<file path="config.mk">
export PLATFORM = sky130hd
export DESIGN_NAME = arcade_input_ctrl
export DESIGN_NICKNAME = d
export VERILOG_FILES = /design/src/rtl/arcade_input_pkg.sv /design/src/rtl/arcade_input_ctrl_coin_shaper.sv /design/src/rtl/arcade_input_ctrl.sv
export SDC_FILE = /design/constraint.sdc
export NUM_CORES = 1
export LEC_CHECK = 0
export CAP_MARGIN = 20
export CELL_PAD_IN_SITES_DETAIL_PLACEMENT = 1
export CELL_PAD_IN_SITES_GLOBAL_PLACEMENT = 2
export CORE_ASPECT_RATIO = 1.25
export CORE_MARGIN = 10
export CORE_UTILIZATION = 38
export CTS_BUF_LIST = sky130_fd_sc_hd__clkbuf_16
export DETAILED_ROUTE_END_ITERATION = 16
export PLACE_DENSITY_LB_ADDON = 0.1
export SLEW_MARGIN = 20
export SYNTH_ARGS = -nofsm -noshare
export SYNTH_HDL_FRONTEND = slang
export SYNTH_HIERARCHICAL = 1
export SYNTH_SLANG_ARGS = --single-unit
</file>
<file path="constraint.sdc">
create_clock -name clk_sys -period 4.6 [get_ports clk_sys]
set_input_delay 1.38 -clock clk_sys [delete_from_list [all_inputs] [get_ports clk_sys]]
set_output_delay 1.38 -clock clk_sys [all_outputs]
set_load 0.02 [all_outputs]
</file>
<file path="src/rtl/arcade_input_pkg.sv">
// Shared joystick bit map and coin shaper state encoding for the arcade input conditioner.
package arcade_input_pkg;

    localparam int JB_R      = 0;
    localparam int JB_L      = 1;
    localparam int JB_D      = 2;
    localparam int JB_U      = 3;
    localparam int JB_TRIG   = 4;
    localparam int JB_START1 = 5;
    localparam int JB_START2 = 6;
    localparam int JB_COIN   = 7;
    localparam int JB_PAUSE  = 8;

    typedef enum logic [1:0] {
        IDLE,
        PULSE,
        GAP,
        ARM
    } coin_state_t;

    function automatic int max2(input int a, input int b);
        return (a > b) ? a : b;
    endfunction

endpackage

</file>
<file path="src/rtl/arcade_input_ctrl_coin_shaper.sv">
// Turns a raw coin button into a fixed-length pulse followed by a lockout gap;
// the button must be seen released before another pulse can start.
module coin_shaper
    import arcade_input_pkg::*;
#(
    parameter int PULSE_CYC = 2457600,
    parameter int GAP_CYC   = 1228800
) (
    input  logic clk_sys,
    input  logic reset_n,
    input  logic btn,
    output logic pulse
);

    localparam int CNT_W = $clog2(max2(PULSE_CYC, GAP_CYC) + 1);
    localparam logic [CNT_W-1:0] PULSE_LAST = CNT_W'(PULSE_CYC - 1);
    localparam logic [CNT_W-1:0] GAP_LAST   = CNT_W'(GAP_CYC - 1);

    coin_state_t      r_state;
    logic [CNT_W-1:0] r_cnt;
    logic             r_btn_d;
    logic             r_low_seen;
    logic             r_pulse;
    logic             w_rise;

    // A button already held when reset lifts must be released before it can count as a press.
    assign w_rise = btn & ~r_btn_d & r_low_seen;
    assign pulse  = r_pulse;

    always_ff @(posedge clk_sys or negedge reset_n) begin
        if (!reset_n) begin
            r_state    <= IDLE;
            r_cnt      <= '0;
            r_btn_d    <= 1'b0;
            r_low_seen <= 1'b0;
            r_pulse    <= 1'b0;
        end else begin
            r_btn_d <= btn;
            if (!btn) begin
                r_low_seen <= 1'b1;
            end
            case (r_state)
                IDLE: begin
                    if (w_rise) begin
                        r_state <= PULSE;
                        r_pulse <= 1'b1;
                        r_cnt   <= '0;
                    end
                end
                PULSE: begin
                    if (r_cnt == PULSE_LAST) begin
                        r_state <= GAP;
                        r_pulse <= 1'b0;
                        r_cnt   <= '0;
                    end else begin
                        r_cnt <= r_cnt + 1'b1;
                    end
                end
                GAP: begin
                    if (r_cnt == GAP_LAST) begin
                        r_state <= ARM;
                        r_cnt   <= '0;
                    end else begin
                        r_cnt <= r_cnt + 1'b1;
                    end
                end
                ARM: begin
                    if (!btn) begin
                        r_state <= IDLE;
                    end
                end
                default: begin
                    r_state <= IDLE;
                    r_pulse <= 1'b0;
                    r_cnt   <= '0;
                end
            endcase
        end
    end

endmodule

</file>
<file path="src/rtl/arcade_input_ctrl.sv">
// Conditions hps_io joystick words into a core's input bus: upright/cocktail routing,
// per-player autofire, shaped coin pulses, start lines and a pause press pulse.
module arcade_input_ctrl
    import arcade_input_pkg::*;
#(
    parameter int NUM_PLAYERS     = 2,
    parameter int JOY_W           = 16,
    parameter int COIN_PULSE_CYC  = 2457600,
    parameter int COIN_GAP_CYC    = 1228800,
    parameter int AUTOFIRE_FRAMES = 3
) (
    input  logic                         clk_sys,
    input  logic                         reset_n,
    input  logic [NUM_PLAYERS*JOY_W-1:0] joy_in,
    input  logic                         cocktail,
    input  logic [NUM_PLAYERS-1:0]       autofire_en,
    input  logic                         frame_tick,
    output logic [4*NUM_PLAYERS-1:0]     dir_out,
    output logic [NUM_PLAYERS-1:0]       trig_out,
    output logic [1:0]                   start_out,
    output logic [NUM_PLAYERS-1:0]       coin_out,
    output logic                         pause_pulse
);

    localparam int AF_W = $clog2(AUTOFIRE_FRAMES + 1);
    localparam logic [AF_W-1:0] AF_LAST = AF_W'(AUTOFIRE_FRAMES - 1);

    logic [3:0]               w_dir_any;
    logic                     w_trig_any;
    logic [1:0]               w_start_any;
    logic                     w_pause_any;
    logic [4*NUM_PLAYERS-1:0] w_dir;
    logic [NUM_PLAYERS-1:0]   w_trig_raw;
    logic [NUM_PLAYERS-1:0]   w_coin_btn;
    logic                     w_unused;

    logic [4*NUM_PLAYERS-1:0] r_dir;
    logic [NUM_PLAYERS-1:0]   r_trig;
    logic [NUM_PLAYERS-1:0]   r_af_act;
    logic [AF_W-1:0]          r_af_cnt [NUM_PLAYERS];
    logic [1:0]               r_start;
    logic                     r_pause_d;
    logic                     r_pause_pulse;

    assign w_unused = ^joy_in;

    always_comb begin
        w_dir_any   = '0;
        w_trig_any  = 1'b0;
        w_start_any = '0;
        w_pause_any = 1'b0;
        w_dir       = '0;
        w_trig_raw  = '0;
        w_coin_btn  = '0;
        for (int p = 0; p < NUM_PLAYERS; p++) begin
            w_dir_any   |= joy_in[p*JOY_W + JB_R +: 4];
            w_trig_any  |= joy_in[p*JOY_W + JB_TRIG];
            w_start_any |= joy_in[p*JOY_W + JB_START1 +: 2];
            w_pause_any |= joy_in[p*JOY_W + JB_PAUSE];
            w_dir[p*4 +: 4] = joy_in[p*JOY_W + JB_R +: 4];
            w_trig_raw[p]   = joy_in[p*JOY_W + JB_TRIG];
            w_coin_btn[p]   = joy_in[p*JOY_W + JB_COIN];
        end
        // Upright cabinets share one control panel, so player 0 sees everyone's stick and fire.
        if (!cocktail) begin
            w_dir[3:0]    = w_dir_any;
            w_trig_raw[0] = w_trig_any;
        end
    end

    always_ff @(posedge clk_sys or negedge reset_n) begin
        if (!reset_n) begin
            r_dir         <= '0;
            r_trig        <= '0;
            r_af_act      <= '0;
            r_start       <= '0;
            r_pause_d     <= 1'b0;
            r_pause_pulse <= 1'b0;
            for (int p = 0; p < NUM_PLAYERS; p++) begin
                r_af_cnt[p] <= '0;
            end
        end else begin
            r_dir         <= w_dir;
            r_start       <= w_start_any;
            r_pause_d     <= w_pause_any;
            r_pause_pulse <= w_pause_any & ~r_pause_d;
            r_af_act      <= autofire_en & w_trig_raw;
            for (int p = 0; p < NUM_PLAYERS; p++) begin
                if (!(autofire_en[p] && w_trig_raw[p])) begin
                    r_trig[p]   <= w_trig_raw[p];
                    r_af_cnt[p] <= '0;
                end else if (!r_af_act[p]) begin
                    r_trig[p]   <= 1'b1;
                    r_af_cnt[p] <= '0;
                end else if (frame_tick) begin
                    if (r_af_cnt[p] == AF_LAST) begin
                        r_trig[p]   <= ~r_trig[p];
                        r_af_cnt[p] <= '0;
                    end else begin
                        r_af_cnt[p] <= r_af_cnt[p] + 1'b1;
                    end
                end
            end
        end
    end

    for (genvar p = 0; p < NUM_PLAYERS; p++) begin : g_coin
        coin_shaper #(
            .PULSE_CYC (COIN_PULSE_CYC),
            .GAP_CYC   (COIN_GAP_CYC)
        ) u_coin (
            .clk_sys (clk_sys),
            .reset_n (reset_n),
            .btn     (w_coin_btn[p]),
            .pulse   (coin_out[p])
        );
    end

    assign dir_out     = r_dir;
    assign trig_out    = r_trig;
    assign start_out   = r_start;
    assign pause_pulse = r_pause_pulse;

endmodule

</file>
==> impl_metrics.tcl, run 1 <==
set metrics [dict create \
    drc 0 \
    cp.arrival_ps 3510 \
    grt_pass1_wl_mm 14.9 \
    yosysSeqAreaShare_pct 49.3 \
    grt_usage_pct 12.7 \
    coreArea_mm2 0.00966 \
    vias 2848 \
    num_antenna_cells 0 \
    syn_to_final_growth_pct 21.2 \
    ir_drop_mv 0.276 \
    max_cap_viol_count 0 \
    post_drt_via_cell_ratio 5.27 \
    final_layout_size_suffix_gt1_share_pct 8.21 \
    fin_util_pct 47.1 \
    outcome "finished, final reports clean" \
    async_reset_ff_share_pct 100 \
    nNetsFinal 459 \
    avgSynthCellArea_um2 10.3 \
    io_pins 53 \
    drt_iter0_drc 46 \
    yosys_warnings 6 \
    p_total_mw 2.03 \
    ctsHoldBuffers 0 \
    clk_path_buf_depth 2 \
    crit_path_end_kind "register" \
    synth_nets 412 \
    max_slew_margin_pct 35.8 \
    clock_sinks 74 \
    ctsResizeCount 0 \
    grt_max_degree 75 \
    cts-root-buf "clkbuf_16" \
    synthCells 364 \
    fillers 1092 \
    rows 40 \
    hold_path_class "reg2reg" \
    die_x_um 109 \
    setup_violations 0 \
    wire_per_inst_um 16.0 \
    fmax_mhz 300 \
    finalCritPeriodShare_pct 72.4 \
    dp_hpwl_mm 6.21 \
    rsz0062_at_grt "no" \
    synth_edf_count 0 \
    cp_max_fo 18 \
    drv_slew 0 \
    drt-total-wl_mm 8.63 \
    synth_area_mm2 0.00376 \
    required_ps 4770 \
    antenna_found_initial 0 \
    cts_tree "built" \
    worstMarginPinSlew_ps 962 \
    finalHoldViolations 0 \
    yosysUniqueCellTypes 48 \
    die_area_mm2 0.0143 \
    first_pass_iters 4 \
    setup_tns_ps 0 \
    initial_core_util_pct 38.9 \
    portBuffers 38 \
    cellPowerDensity_mw_per_mm2 445 \
    final_area_mm2 0.00455 \
    yosys_most_used_dff "dfrtp_1" \
    finalClockSkew_ps 6.78 \
    synth-seq-cells 74 \
    dieHeight_um 131 \
    place_area_mm2 0.00428 \
    path_clk_slew_ps 50 \
    post_cts.repair.setup_buffers 0 \
    grt_pass1_vias 2986 \
    clk_latency_ps 330 \
    ctsHtreeMaxLevel 3 \
    finalCriticalPeriod_ps 3330 \
    cp-start-kind "primary input" \
    cts_buffers 9 \
    ant_nets 0 \
    gr-total-overflow 0 \
    path_class "in2reg" \
    power.leakage_nw 1.91 \
    gp_congestion 0.731 \
]
[worst max-delay path: stages]
cell and delay, ps:
clkdlybuf4s50_1 550, nand3b_1 240, a21o_1 400, a311oi_4 790, nor2_1 130
[cells in the mapped netlist, types with 3 or more instances]
cell | n | area, um2
a21o_1 | 6 | 45.0
a21oi_1 | 15 | 75.1
and2_1 | 3 | 18.8
and4_1 | 4 | 35.0
dfrtp_1 | 74 | 1850
ha_1 | 10 | 125
inv_1 | 17 | 63.8
nand2_1 | 28 | 105
nand2b_1 | 4 | 25.0
nand3_1 | 15 | 75.1
nand3b_1 | 5 | 37.5
nand4_1 | 10 | 62.6
nor2_1 | 45 | 169
nor2b_1 | 4 | 25.0
nor3_1 | 8 | 40.0
nor4_1 | 4 | 25.0
nor4b_1 | 4 | 35.0
o2111ai_1 | 4 | 35.0
o21ai_0 | 10 | 50.1
or2_2 | 3 | 18.8
or3_1 | 8 | 50.1
xnor2_1 | 12 | 105
xor2_1 | 22 | 193
[path summary, 6_finish.rpt]
kind	start	to	slack, ps	depth (start not counted)
max reg2reg	g_coin[0].u_coin/r_cnt[0]	g_coin[0].u_coin/r_cnt[13]	2270	6
max in group asynchronous	reset_n	g_coin[1].u_coin/r_state[1]	2780	1
max	joy_in[7]	g_coin[0].u_coin/r_cnt[13]	1270	5
min	r_pause_d	pause_pulse	390	1
min in group asynchronous	reset_n	g_coin[0].u_coin/r_cnt[5]	1190	1
min reg2reg	r_pause_d	pause_pulse	390	1
[final cells by class]
cell class / count / area (um2) / share of cell area, %
Clock buffer: 9 / 225 / 4.95
Timing Repair Buffer: 40 / 393 / 8.63
Tap cell: 126 / 158 / 3.46
Sequential cell: 74 / 1850 / 40.7
Clock inverter: 5 / 48.8 / 1.07
Multi-Input combinational cell: 269 / 1810 / 39.8
Inverter: 17 / 63.8 / 1.40
[registers in the layout (all words and copies together), names as in the netlist]
register                  count
g_coin.u_coin/r_cnt          44
dir_out                       8
g_coin.u_coin/r_state         4
r_af_cnt                      4
g_coin.u_coin/pulse           2
g_coin.u_coin/r_btn_d         2
g_coin.u_coin/r_low_seen      2
r_af_act                      2
start_out                     2
trig_out                      2
pause_pulse                   1
r_pause_d                     1
[per-layer routing]
metal  vias up  wire length, um  global-route usage (%)
li1       1386                -                       -
met1      1435             3660                    14.6
met2        19             4670                    21.9
met3         8              183                    2.89
met4         0              106                    4.63
met5         -                0                       0
[cells in the final DEF, fill, tap and decap left out, types with 3 or more instances in the layout]
master,count
dfrtp_1,74
nor2_1,45
clkdlybuf4s50_1,37
nand2_1,28
xor2_1,22
inv_1,18
a21oi_1,15
nand3_1,15
xnor2_1,12
o21ai_0,10
nand4_1,10
ha_1,10
clkbuf_16,9
nor3_1,8
or3_1,8
a21o_1,6
nand3b_1,5
nor2b_1,4
nor4_1,4
o2111ai_1,4
nand2b_1,4
and4_1,4
nor4b_1,4
and2_1,3
or2_2,3
clkinv_2,3
buf_4,3
[power by group]
group	switching, mW	internal (mW)
sequential	0.0352	0.695
clock	0.254	0.408
combinational	0.414	0.219
[stage by stage]
stage | hold WS, ps | cells | setup slack [ps]
final | 395 | 540 | 1270
after CTS | 403 | 540 | 1200
after global placement | 387 | 526 | 919
after detailed placement | 396 | 526 | 873
after global routing | 414 | 540 | 1030
after floorplan | 378 | 364 | 1940
[cell families after synthesis]
logic type	after synthesis	share of synthesized area, %
simple gates	166	24.9
flops	74	49.3
compound gates	57	11.5
xor+xnor	34	7.93
buf+inv	21	2.50
fa+ha+maj	10	3.33
mux	2	0.600
Power figures use the tool's default switching activity.
==> run 2, diff against run 1 <==
--- a/config.mk
+++ b/config.mk
@@ -10,7 +10,7 @@
 export CELL_PAD_IN_SITES_GLOBAL_PLACEMENT = 2
 export CORE_ASPECT_RATIO = 1.25
 export CORE_MARGIN = 10
-export CORE_UTILIZATION = 38
+export CORE_UTILIZATION = 35
 export CTS_BUF_LIST = sky130_fd_sc_hd__clkbuf_16
 export DETAILED_ROUTE_END_ITERATION = 16
 export PLACE_DENSITY_LB_ADDON = 0.1
==> constraint.sdc (replaced) <==
create_clock -name clk_sys -period 3.1 [get_ports clk_sys]
set_input_delay 0.93 -clock clk_sys [delete_from_list [all_inputs] [get_ports clk_sys]]
set_output_delay 0.93 -clock clk_sys [all_outputs]
set_load 0.02 [all_outputs]
==> run 2 against run 1 <==
Net effect:
- non-clock buffer count increased by 9
- core utilization fell by 2.7 points
- first-iteration DRC count grew 120%
- critical path depth is 2 higher
- cell count up 3.1%
- hold slack gained 9.3 ps
- largest cell class unchanged
==> impl_metrics.tcl, run 2 (same netlist as run 1, synthesis figures left out) <==
set metrics [dict create \
    ir_drop_mv 0.514 \
    setup_violations 0 \
    path_class "in2reg" \
    crit_path_end_kind "register" \
    reg2reg_to "g_coin[0].u_coin/r_state[1]" \
    nNetsFinal 468 \
    gr-total-overflow 0 \
    clock_sinks 74 \
    setup_tns_ps 0 \
    grt_usage_pct 11.9 \
    drt_iter0_drc 103 \
    switchingPower_mw 1.08 \
    max_cap_viol_count 0 \
    syn_to_final_growth_pct 24.8 \
    final_layout_size_suffix_gt1_share_pct 10.1 \
    holdWs_ps 404 \
    cp-start-kind "primary input" \
    cts_tree "built" \
    worstSetupPathDepth 7 \
    dp_cells 541 \
    rows 42 \
    p_int_mw 2.14 \
    post_drt_via_cell_ratio 5.20 \
    ctsResizeCount 0 \
    finalCriticalPeriod_ps 2440 \
    layout_common_cells "74 x dfrtp_1, 45 x nor2_1, 37 x clkdlybuf4s50_1, 28 x nand2_1, 22 x xor2_1" \
    ant_nets 0 \
    grt_pass1_wl_mm 15.1 \
    drt-total-wl_mm 8.72 \
    cts_buffers 9 \
    drv_slew 0 \
    cp_top_family "buffers and inverters" \
    cp_max_fo 8 \
    worstMarginPinSlew_ps 487 \
    finalCritPeriodShare_pct 78.8 \
    vias 2895 \
    r2r_slack_ps 930 \
    fin_cells 557 \
    cts-root-buf "clkbuf_16" \
    post_cts.repair.setup_buffers 0 \
    num_antenna_cells 0 \
    reg2reg_depth 6 \
    layout_commonest_cell "dfrtp_1" \
    outcome "finished, final reports clean" \
    fin_util_pct 44.4 \
    grt_max_degree 47 \
    cp.arrival_ps 2660 \
    p_comb_share_pct 32.8 \
    dieHeight_um 136 \
    antenna_found_initial 0 \
    first_pass_iters 4 \
    power.leakage_nw 1.98 \
    initial_core_util_pct 35.6 \
    clk_path_buf_depth 2 \
    rsz0062_at_grt "no" \
    cellPowerDensity_mw_per_mm2 688 \
    coreArea_mm2 0.0106 \
    max_slew_margin_pct 67.2 \
    path_clk_slew_ps 60 \
    grt_pass1_vias 3175 \
    clk_latency_ps 330 \
    die_area_mm2 0.0153 \
    die_x_um 113 \
    seqPwrFrac_pct 33.6 \
    fmax_mhz 409 \
    critPathSlowestCell "clkdlybuf4s50_1" \
    dp_hpwl_mm 6.44 \
    io_pins 53 \
    finalClockSkew_ps 6.96 \
    p_total_mw 3.23 \
    drc 0 \
    wire_per_inst_um 15.7 \
    finalHoldViolations 0 \
    hold_path_class "reg2reg" \
    ctsHoldBuffers 0 \
    largest_register_ffs 44 \
    cp_cell_sequence "clkdlybuf4s50_1 -> nand3b_1 -> a21o_1 -> buf_4 -> or3_1 -> xor2_1 -> nor2_1" \
    top_register "g_coin.u_coin/r_cnt" \
    power_frac_clock_pct 33.7 \
    startpoint "joy_in[23]" \
    required_ps 3320 \
    max_stage_delay_ps 480 \
    portBuffers 38 \
    swShare_pct 33.6 \
    reg2reg_from "g_coin[0].u_coin/r_cnt[1]" \
    gp_congestion 0.703 \
    crit_end "g_coin[1].u_coin/r_cnt[4]" \
    crit_buf_inv 2 \
    ctsHtreeMaxLevel 3 \
]
run 2: metrics by stage:
step / setup WS (ps) / cell area, um2
2_1_floorplan: 893 / 3760
3_3_place_gp: 298 / 4380
3_5_place_dp: 282 / 4380
4_1_cts: 641 / 4690
5_1_grt: 532 / 4690
6_report: 658 / 4690
run 2: worst min path at each step:
stage	startpoint	cells after the start	end	slack (ps)
CTS	r_pause_d	1	pause_pulse	410
finish	r_pause_d	1	pause_pulse	400
global placement	r_pause_d	1	pause_pulse	390
detailed placement	r_pause_d	1	pause_pulse	410
global route	r_pause_d	1	pause_pulse	440
floorplan	r_pause_d	1	pause_pulse	380
run 2: cell type report:
cell class / instances / area [um2]
Inverter: 17 / 63.8
Sequential cell: 74 / 1850
Clock inverter: 7 / 85.1
Timing Repair Buffer: 49 / 485
Fill cell: 1194 / 5880
Multi-Input combinational cell: 269 / 1810
Tap cell: 132 / 165
Clock buffer: 9 / 225
run 2: power groups by stage:
stage	clock network, mW	registers, mW	logic, mW
after detailed placement	0	1.10	1.09
after CTS	1.12	1.08	1.09
after global placement	0	1.10	1.07
final	1.09	1.08	1.06
after global routing	1.15	1.09	1.18
after floorplan	0	1.10	0.713
run 2: routing by layer:
layer	wire length, um	GRT usage [%]	part of all wire, %
met1	3590	12.6	41
met2	4800	21.9	55
met3	236	3.26	2.7
met4	102	4.24	1.2
met5	0	0	0
==> run 3, diff against run 2 <==
--- a/config.mk
+++ b/config.mk
@@ -10,7 +10,7 @@
 export CELL_PAD_IN_SITES_GLOBAL_PLACEMENT = 2
 export CORE_ASPECT_RATIO = 1.25
 export CORE_MARGIN = 10
-export CORE_UTILIZATION = 35
+export CORE_UTILIZATION = 32
 export CTS_BUF_LIST = sky130_fd_sc_hd__clkbuf_16
 export DETAILED_ROUTE_END_ITERATION = 16
 export PLACE_DENSITY_LB_ADDON = 0.1
==> constraint.sdc (replaced) <==
create_clock -name clk_sys -period 2 [get_ports clk_sys]
set_input_delay 0.6 -clock clk_sys [delete_from_list [all_inputs] [get_ports clk_sys]]
set_output_delay 0.6 -clock clk_sys [all_outputs]
set_load 0.02 [all_outputs]
==> run 3 against run 2 <==
Net effect:
- clock power increased by 48%
- core utilization rose by 3.0 points
- power increased by 84%
- clock skew shrank 2.1 ps
- sequential cell count unchanged
- wire length rose by 18%
- count of clock-buffer cells in the layout unchanged
- first-iteration DRC count increased by 34%
==> impl_metrics.tcl, run 3 (same netlist as run 1, synthesis figures left out) <==
set metrics [dict create \
    post_drt_via_cell_ratio 5.03 \
    ctsHoldBuffers 0 \
    drv_slew 0 \
    grt_pass1_wl_mm 16.9 \
    drt-total-wl_mm 10.3 \
    hold_path_class "in2async" \
    cellPowerDensity_mw_per_mm2 1080 \
    first_pass_iters 3 \
    cts_buffers 9 \
    drt_iter0_drc 138 \
    multi_input_area_mm2 0.00207 \
    rows 44 \
    cp-start-kind "register" \
    max_cap_viol_count 0 \
    num_antenna_cells 0 \
    cp_max_fo 7 \
    clk_latency_ps 330 \
    setup_violations 0 \
    top_register "g_coin.u_coin/r_cnt" \
    ant_nets 0 \
    grt_max_degree 30 \
    power.leakage_nw 2.34 \
    antenna_found_initial 0 \
    nNetsFinal 532 \
    max_slew_margin_pct 73.3 \
    outcome "finished, final reports clean" \
    path_clk_slew_ps 60 \
    io_pins 53 \
    largest_register_ffs 44 \
    cts-root-buf "clkbuf_16" \
    cp.arrival_ps 2200 \
    crit_path_end_kind "register" \
    cts_tree "built" \
    finalHoldViolations 0 \
    final_layout_size_suffix_gt1_share_pct 30.5 \
    regArea_mm2 0.00185 \
    finalClockSkew_ps 4.83 \
    ctsHtreeMaxLevel 3 \
    syn_to_final_growth_pct 45.9 \
    fin_ws_ps 11.6 \
    required_ps 2220 \
    layout_commonest_cell "dfrtp_1" \
    grt_usage_pct 12.7 \
    grt_pass1_vias 3450 \
    startpoint "g_coin[0].u_coin/r_state[0]" \
    clk_path_buf_depth 2 \
    gr-total-overflow 0 \
    clock_sinks 74 \
    worstMarginPinSlew_ps 400 \
    setup_tns_ps 0 \
    finalCritPeriodShare_pct 99.4 \
    vias 3156 \
    finalCriticalPeriod_ps 1990 \
    dp_hpwl_mm 7.37 \
    fillers 1265 \
    place_ws_ps -523 \
    drc 0 \
    dieHeight_um 141 \
    portBuffers 38 \
    die_x_um 117 \
    coreArea_mm2 0.0116 \
    gp_congestion 0.744 \
    fin_util_pct 47.4 \
    die_area_mm2 0.0165 \
    fmax_mhz 503 \
    rsz0062_at_grt "yes" \
    layout_common_cells "73 x dfrtp_1, 67 x buf_4, 35 x clkdlybuf4s50_1, 30 x nor2_1, 28 x nand2_1" \
    ir_drop_mv 0.842 \
    reg2reg_from "g_coin[0].u_coin/r_state[0]" \
    initial_core_util_pct 32.5 \
    wire_per_inst_um 16.4 \
    path_class "reg2reg" \
]
## run 3: changes by cell type in the layout (fill, tap and decap cells not counted), moves of 3 or more
cell,delta
xor2_2,+3
nor2_4,+6
nor2_1,-15
nor4_1,-3
buf_4,+57
a21oi_1,-3
buf_6,+4
xor2_1,-3
nor2_2,+9
ha_1,-3
nor4b_1,-3
## run 3: critical path, stage by stage, from the launching register on
cell and delay [ps]:
dfrtp_1 420, inv_1 100, ha_2 230, buf_4 160, a2111oi_4 330, buf_4 220, nand4_1 120, xor2_1 230
nor2_4 60
## run 3: final cells by class
cell class | instances | share of cell area [%]
clock inverter | 7 | 1.28
sequential | 74 | 33.8
clock buffer | 9 | 4.11
multi-input combinational | 269 | 37.7
tap | 138 | 3.15
timing repair buffer | 113 | 18.8
inverter | 17 | 1.16
## run 3: per-layer routing
metal / wire length (um) / GRT usage (%)
met3: 172 / 2.63
met1: 3960 / 13.7
met4: 75 / 3.52
met5: 0 / 0
met2: 6060 / 24.0
## run 3: through the flow
step	cells	power, mW	area [um2]	hold slack, ps
6_report	627	5.94	5480	177
5_1_grt	627	6.33	5480	194
4_1_cts	619	5.43	5140	184
3_5_place_dp	601	3.74	4800	390
3_3_place_gp	601	3.69	4800	384
2_1_floorplan	364	2.81	3760	304
## run 3: path summary, 6_finish.rpt
kind	to	slack, ps	cells past startpoint
min reg2reg	pause_pulse	400	1
max reg2reg	g_coin[0].u_coin/r_cnt[20]	10	8
max	g_coin[0].u_coin/r_cnt[20]	10	8
min	g_coin[0].u_coin/r_cnt[9]	180	1
min in group clk_sys	pause_pulse	400	1
max in group asynchronous	g_coin[1].u_coin/r_cnt[6]	1300	2
## run 3: where the power goes
group          internal (mW)  switching (mW)  leakage, nW  total, mW
Clock                  0.964           0.646        0.147       1.61
Combinational           1.28            1.37         1.24       2.65
Sequential              1.60          0.0793        0.956       1.68
## run 3: repair_timing
action	CTS	global route
pin swaps	8	18
cloned	0	3
setup endpoints to repair	28	43
resized for setup	5	57
setup buffers	2	5
hold endpoints to repair	0	0
